==> src/rtl/cook_timer_ctrl.sv <==
// Microwave cook-timer controller: keypad time/power entry, BCD countdown with
// minute/second borrow, pause/resume, power-level duty cycling and 7-seg decode.
module cook_timer_ctrl #(
  parameter int DIGITS         = 4,
  parameter int TICKS_PER_SEC  = 50,
  parameter int QUICK_SEC_TENS = 3
) (
  input  logic                  clk,
  input  logic                  clear,
  input  logic [9:0]            keypad,
  input  logic                  power_set,
  input  logic                  startn,
  input  logic                  stopn,
  input  logic                  door_closed,
  output logic                  mag,
  output logic                  timer_done,
  output logic                  cooking,
  output logic [3:0]            power_lvl,
  output logic [4*DIGITS-1:0]   bcd,
  output logic [7*DIGITS-1:0]   segs
);

  localparam int                PW           = (TICKS_PER_SEC > 2) ? $clog2(TICKS_PER_SEC) : 1;
  localparam logic [PW-1:0]     LP_TC        = PW'(TICKS_PER_SEC - 1);
  localparam logic [3:0]        LP_QUICK     = 4'(QUICK_SEC_TENS);
  localparam logic [4*DIGITS-1:0] LP_QUICK_BCD = {{(4*DIGITS-8){1'b0}}, LP_QUICK, 4'd0};

  typedef enum logic [1:0] {S_IDLE, S_COOK, S_PAUSE, S_DONE} state_t;

  state_t              r_state, w_state_next;
  logic [9:0]          r_key_q, r_key_prev;
  logic                r_startn_q, r_startn_prev, r_stopn_q, r_stopn_prev;
  logic [4*DIGITS-1:0] r_bcd, w_dec_bcd;
  logic [PW-1:0]       r_presc;
  logic [3:0]          r_phase, r_power, w_key_val;
  logic                w_key_ok, w_start, w_stop, w_borrow, w_tc;
  logic                w_time_zero, w_dec_zero, w_hold, w_start_go;

  assign w_key_ok    = (r_key_prev == 10'd0) && $onehot(r_key_q);
  assign w_start     = r_startn_prev & ~r_startn_q;
  assign w_stop      = r_stopn_prev & ~r_stopn_q;
  assign w_tc        = (r_presc == LP_TC);
  assign w_time_zero = (r_bcd == '0);
  assign w_dec_zero  = (w_dec_bcd == '0);
  // Stop outranks start everywhere; door open also freezes an active cook.
  assign w_hold      = w_stop | ~door_closed;
  assign w_start_go  = w_start & ~w_stop & door_closed;

  always_ff @(posedge clk or posedge clear) begin
    if (clear) begin
      r_key_q       <= '0;
      r_key_prev    <= '0;
      r_startn_q    <= 1'b1;
      r_startn_prev <= 1'b1;
      r_stopn_q     <= 1'b1;
      r_stopn_prev  <= 1'b1;
    end else begin
      r_key_q       <= keypad;
      r_key_prev    <= r_key_q;
      r_startn_q    <= startn;
      r_startn_prev <= r_startn_q;
      r_stopn_q     <= stopn;
      r_stopn_prev  <= r_stopn_q;
    end
  end

  always_comb begin
    w_key_val = 4'd0;
    for (int i = 0; i < 10; i++) begin
      if (r_key_q[i]) w_key_val = 4'(i);
    end
  end

  // Sec tens reloads to 5 on borrow; every other digit reloads to 9.
  always_comb begin
    w_dec_bcd = r_bcd;
    w_borrow  = 1'b1;
    for (int i = 0; i < DIGITS; i++) begin
      if (w_borrow) begin
        if (r_bcd[4*i +: 4] == 4'd0) begin
          w_dec_bcd[4*i +: 4] = (i == 1) ? 4'd5 : 4'd9;
        end else begin
          w_dec_bcd[4*i +: 4] = r_bcd[4*i +: 4] - 4'd1;
          w_borrow            = 1'b0;
        end
      end
    end
  end

  always_ff @(posedge clk or posedge clear) begin
    if (clear) r_state <= S_IDLE;
    else       r_state <= w_state_next;
  end

  always_comb begin
    w_state_next = r_state;
    case (r_state)
      S_IDLE:  if (w_start_go) w_state_next = S_COOK;
      S_COOK: begin
        if (w_hold)                 w_state_next = S_PAUSE;
        else if (w_tc && w_dec_zero) w_state_next = S_DONE;
      end
      S_PAUSE: begin
        if (w_stop)          w_state_next = S_IDLE;
        else if (w_start_go) w_state_next = S_COOK;
      end
      S_DONE:  w_state_next = S_IDLE;
      default: w_state_next = S_IDLE;
    endcase
  end

  always_comb begin
    cooking    = (r_state == S_COOK);
    timer_done = (r_state == S_DONE);
    mag        = (r_state == S_COOK) && door_closed && (r_phase < r_power);
  end

  always_ff @(posedge clk or posedge clear) begin
    if (clear) begin
      r_bcd   <= '0;
      r_presc <= '0;
      r_phase <= 4'd0;
      r_power <= 4'd10;
    end else begin
      case (r_state)
        S_IDLE: begin
          if (w_stop) begin
            r_bcd   <= '0;
            r_power <= 4'd10;
          end else if (w_start_go) begin
            r_presc <= '0;
            r_phase <= 4'd0;
            if (w_time_zero) r_bcd <= LP_QUICK_BCD;
          end else if (w_key_ok) begin
            if (power_set) r_power <= (w_key_val == 4'd0) ? 4'd10 : w_key_val;
            else           r_bcd   <= {r_bcd[4*DIGITS-5:0], w_key_val};
          end
        end
        S_COOK: begin
          if (!w_hold) begin
            if (w_tc) begin
              r_presc <= '0;
              r_phase <= (r_phase == 4'd9) ? 4'd0 : r_phase + 4'd1;
              r_bcd   <= w_dec_bcd;
            end else begin
              r_presc <= r_presc + PW'(1);
            end
          end
        end
        S_PAUSE: if (w_stop) r_bcd <= '0;
        default: ;
      endcase
    end
  end

  function automatic logic [6:0] f_seg7(input logic [3:0] d);
    case (d)
      4'd0:    f_seg7 = 7'b0111111;
      4'd1:    f_seg7 = 7'b0000110;
      4'd2:    f_seg7 = 7'b1011011;
      4'd3:    f_seg7 = 7'b1001111;
      4'd4:    f_seg7 = 7'b1100110;
      4'd5:    f_seg7 = 7'b1101101;
      4'd6:    f_seg7 = 7'b1111101;
      4'd7:    f_seg7 = 7'b0000111;
      4'd8:    f_seg7 = 7'b1111111;
      4'd9:    f_seg7 = 7'b1101111;
      default: f_seg7 = 7'b0000000;
    endcase
  endfunction

  genvar gi;
  generate
    for (gi = 0; gi < DIGITS; gi++) begin : g_seg
      assign segs[7*gi +: 7] = f_seg7(r_bcd[4*gi +: 4]);
    end
  endgenerate

  assign bcd       = r_bcd;
  assign power_lvl = r_power;

endmodule
==> config.mk <==
export PLATFORM = sky130hd
export DESIGN_NAME = cook_timer_ctrl
export DESIGN_NICKNAME = d
export VERILOG_FILES = /design/src/rtl/cook_timer_ctrl.sv
export SDC_FILE = /design/constraint.sdc
export NUM_CORES = 1
export LEC_CHECK = 0
export ABC_AREA = 1
export BUFFER_PORTS_ARGS = -buffer_cell sky130_fd_sc_hd__buf_2
export CAP_MARGIN = 10
export CORE_UTILIZATION = 61
export DETAILED_ROUTE_END_ITERATION = 10
export PLACE_DENSITY = 0.94
export SYNTH_ARGS = -nofsm -noshare
export SYNTH_HDL_FRONTEND = slang
export SYNTH_SLANG_ARGS = --single-unit
==> constraint.sdc <==
create_clock -name clk -period 8.4 [get_ports clk]
set_input_delay 2.52 -clock clk [delete_from_list [all_inputs] [get_ports clk]]
set_output_delay 2.52 -clock clk [all_outputs]
set_load 0.02 [all_outputs]
==> flow_results.org <==
** Synth
- Flops & latches, synth :: 56
- Most common cell in the netlist :: sky130_fd_sc_hd__nand2_1
- Count of flip-flops with a built-in enable after synthesis :: 0
- The Yosys step of the flow raised 0 warnings.
- Sorting the synthesized cells by area gives the leading types as sky130_fd_sc_hd__dfrtp_1 (32%), sky130_fd_sc_hd__nand2_1 (12%), sky130_fd_sc_hd__ha_1 (12%), sky130_fd_sc_hd__inv_1 (6.9%), sky130_fd_sc_hd__nor2_1 (6.4%).
- When the netlist entered floorplanning its net count stood at 572.
- Post-Synthesis Cell Area :: 3910 sq um
- The netlist uses 42 different library cells.
- A synthesized cell averages ~7.6 sq um.
- Ranked by instance count, the synthesized netlist is headed by sky130_fd_sc_hd__nand2_1 (129), sky130_fd_sc_hd__inv_1 (72), sky130_fd_sc_hd__nor2_1 (67).
- Top cell type by total area after synthesis :: sky130_fd_sc_hd__dfrtp_1
- In the synthesized netlist, the number of instances is 512.
- The share of synthesized area in the top cell type comes to 32.0%.
- The share of the Yosys chip area taken by registers is 36.0%.
- Of all flip-flops after synthesis, the portion carrying an async set or reset was 100%.
- In the synthesized netlist the dominant register cell turns out to be sky130_fd_sc_hd__dfrtp_1.

** Worst setup path
- The cell family contributing the most delay on the critical path is buffers and inverters.
- STA classifies the critical path endpoint as an output port.
- The worst setup path is launched from an input port.
- For the worst setup path, the data required time is 5.88 ns.
- The number of buffers and inverters on the critical path is 3.
- The critical path in this run is classified as in -> out.
- Largest stage delay on the critical path :: 0.19 ns
- Largest fanout on the critical path :: 2
- Dominant cell type by count on the critical path :: sky130_fd_sc_hd__buf_2
- Cell type of the slowest stage on the worst timing path :: sky130_fd_sc_hd__buf_2
- Arrival time of data at the critical path endpoint :: 2.99 ns
- The signal on the critical path passes through buf_2 -> inv_1 -> nor3_1 -> buf_2.

** Worst hold path
- Type of the worst min-delay path :: reg -> reg

** Global route
- The layer flagged by global routing as most heavily used is met2.
- The via count of the first global-routing pass was 3472.
- The first global-routing pass estimated between 10000 and 15000 microns of wire.
- In the global route stage, met3 resource usage came out at 5.11%.
- Global routing used 49.5% of the available met2 tracks.
- Global routing used 28.3% of the available tracks across all layers.
- Entering global routing, the biggest net connects between 50 and 60 pins.
- Global routing met1 resource utilization :: 32.8%
- For this run the aggregate overflow at the end of global routing stands at 0.
- The number of antenna violations at the first check in global routing came to 0.

** Detailed routing
- The first detailed-routing pass ran for 5 iterations.
- Summing over every cut layer, the via total after detailed routing is 3778.
- Antenna-violating nets left :: 0
- Vias/cell :: ~5.8
- Detailed router's first-iteration violation count :: 299
- Total DRC errors in the routed layout :: 0
- Detailed-route wire length :: 8980 microns
- Detailed-route wire length per cell :: 13.7 microns

** Final layout
- Fillers :: 461
- Share of layout cells above drive strength 1 :: 17.0%
- The multi-input combinational cells in the finished layout cover a total of 2160 sq um.
- Final net count :: 641
- Once layout is complete, the cells apart from fillers number approximately 660.
- Area overhead of the layout relative to synthesis :: 12.5%
- Area used by sequential logic in the layout :: 1410 sq um
- The repair_antennas step left the layout with diodes totalling 0.

** CTS
- Root Buffer Master :: sky130_fd_sc_hd__clkbuf_8
- Maximum clock path buffer count :: 2
- Worst-Skew Late Latency :: about 0.33 ns
- Count of cells resized by post-cts repair :: 0
- The number of clock buffers added by TritonCTS is 5.
- Clock-pin slew was measured on the worst setup and hold paths at 0.09 ns.
- Number of hold-repair buffers added at the cts stage :: 0
- TritonCTS built the clock tree.
- CTS H-tree lvls :: 2
- The clock net in this run drives a total of 56 sinks.
- After clock tree synthesis, the setup repair step added 0 buffers.

** STA
- Timing would allow up to about 0.18 GHz.
- Final critical-path required period :: around 5.5 ns
- Setup repair after global routing left no endpoint under its margin.
- Measured slew at the worst slew-check pin :: 0.636 ns
- Count of final setup violators :: 0
- The total count of max-transition violations in the final report is 0.
- For the final routed database, the setup TNS stands at 0 ns.
- Final worst-path cycle share :: roughly two thirds
- Relative max-transition margin :: 57.5%
- Final Hold Vio Count :: 0
- Across the routed clock network, the largest skew measured is 0.0161 ns.

** Die
- Die Span Y :: between 80 and 90 microns
- The floorplan step defined a die boundary enclosing 6740 sq um.
- Row generation in the floorplan step produced 28 rows.
- Once the floorplan was initialized, standard cells occupied 64.6% of the core.
- Die Width :: 82.1 microns
- 67 I/O pins were placed.
- The region available for standard cell placement spans between 6000 and 7000 sq um.

** Power
- Power per Cell Area :: 387 nW/um^2
- The worst-case IR drop observed on VDD is 0.275 mV.
- Summed over all cells, the static leakage comes to 2.30 nW.

** Flow run
- Maxcap violations :: 0

** Place
- The count of buffers added on input and output ports is 66.
- Summed over all nets, the half-perimeter wirelength after detailed placement is 6610 microns.
- Last weighted congestion value of the routability-driven placer :: 0.890
- Number of cells after detailed placement :: between 600 and 700

** Outcome
- Run status :: completed
[metrics by stage]
step | hold slack (ns) | area [sq um] | worst slack [ns] | power [mW] | util [%]
global route | 0.379 | 4400 | 2.84 | 1.85 | 72.6
detailed placement | 0.363 | 4280 | 2.88 | 1.52 | 70.6
global placement | 0.357 | 4280 | 2.91 | 1.47 | 70.6
floorplan | 0.354 | 3910 | 2.82 | 1.24 | -
finish | 0.379 | 4400 | 2.89 | 1.70 | 72.6
CTS | 0.376 | 4380 | 2.88 | 1.69 | 72.3
[report_power, final]
part	total, mW	switching, mW	internal, mW
Clock	0.164	0.0944	0.0693
Combinational	1.14	0.781	0.362
Sequential	0.396	0.0711	0.325
Total	1.70	0.946	0.756
[cell families after synthesis]
kind of cell,count (synthesis),synth area share [%]
xor+xnor,1,0.224
simple gates,249,27.6
compound gates,80,11.9
fa+ha+maj,44,15.2
buf+inv,81,8.79
mux,1,0.256
flops,56,36.0
[registers in the layout, summed over array words and instances, names as in the netlist]
register	cells
bcd	16
power_lvl	4
r_key_prev	10
r_key_q	10
r_phase	4
r_presc	6
r_startn_prev	1
r_startn_q	1
r_state	2
r_stopn_prev	1
r_stopn_q	1
[worst paths after layout]
path,startpoint,end,slack (ns),cells past startpoint
setup / recovery,door_closed,mag,2.89,4
hold / removal,r_stopn_q$_DFF_PP1_,r_stopn_prev$_DFF_PP1_,0.38,0
setup reg to reg,r_key_q[0]$_DFF_PP0_,bcd[13]$_DFFE_PP0P_,4.18,14
hold reg to reg,r_stopn_q$_DFF_PP1_,r_stopn_prev$_DFF_PP1_,0.38,0
max in group asynchronous,clear,power_lvl[1]$_DFFE_PP1P_,5.64,3
min in group asynchronous,clear,bcd[13]$_DFFE_PP0P_,2.16,2
[final cells by class]
cell class                 instances  share of cell area, %
tap                               75                   2.13
multi-input combinational        375                   49.1
clock buffer                       6                   1.88
inverter                          76                   6.54
timing repair buffer              67                   7.96
clock inverter                     2                  0.398
sequential                        56                   32.0
[worst reg2reg max path, delay by kind of cell, from the launching register on]
family	cells	cell delay, ns
AOI/OAI and AO/OA	2	0.51
buffers and inverters	3	0.17
and+or+nand+nor	4	0.93
adders and majority gates	5	2.07
DFF	1	0.41
[per-layer routing]
layer,vias up,wire [microns]
met5,-,0
met4,0,272
met1,1730,3680
met2,218,4400
met3,34,627
li1,1796,-
[cell usage in the layout (no fill, tap or decap), drive strengths merged]
master	Yosys	layout
inv	73	75
nor3b	1	1
nand3b	1	1
o211ai	1	1
clkinv	3	3
a21boi	1	1
a31oi	1	1
o22ai	12	12
nand4	3	3
fa	6	6
or2	1	1
nand2	132	132
o31ai	1	1
o21ai	41	41
nor4b	1	1
o32ai	3	3
a21oi	15	15
nor3	5	5
ha	38	38
o21bai	2	2
buf	3	67
o311ai	3	3
dfrtp	50	50
nor4	1	1
dfstp	6	6
nand3	33	33
clkbuf	1	6
mux2i	1	1
nor2	70	70
xor2	1	1
nor2b	1	1
Power figures use the tool's default switching activity.
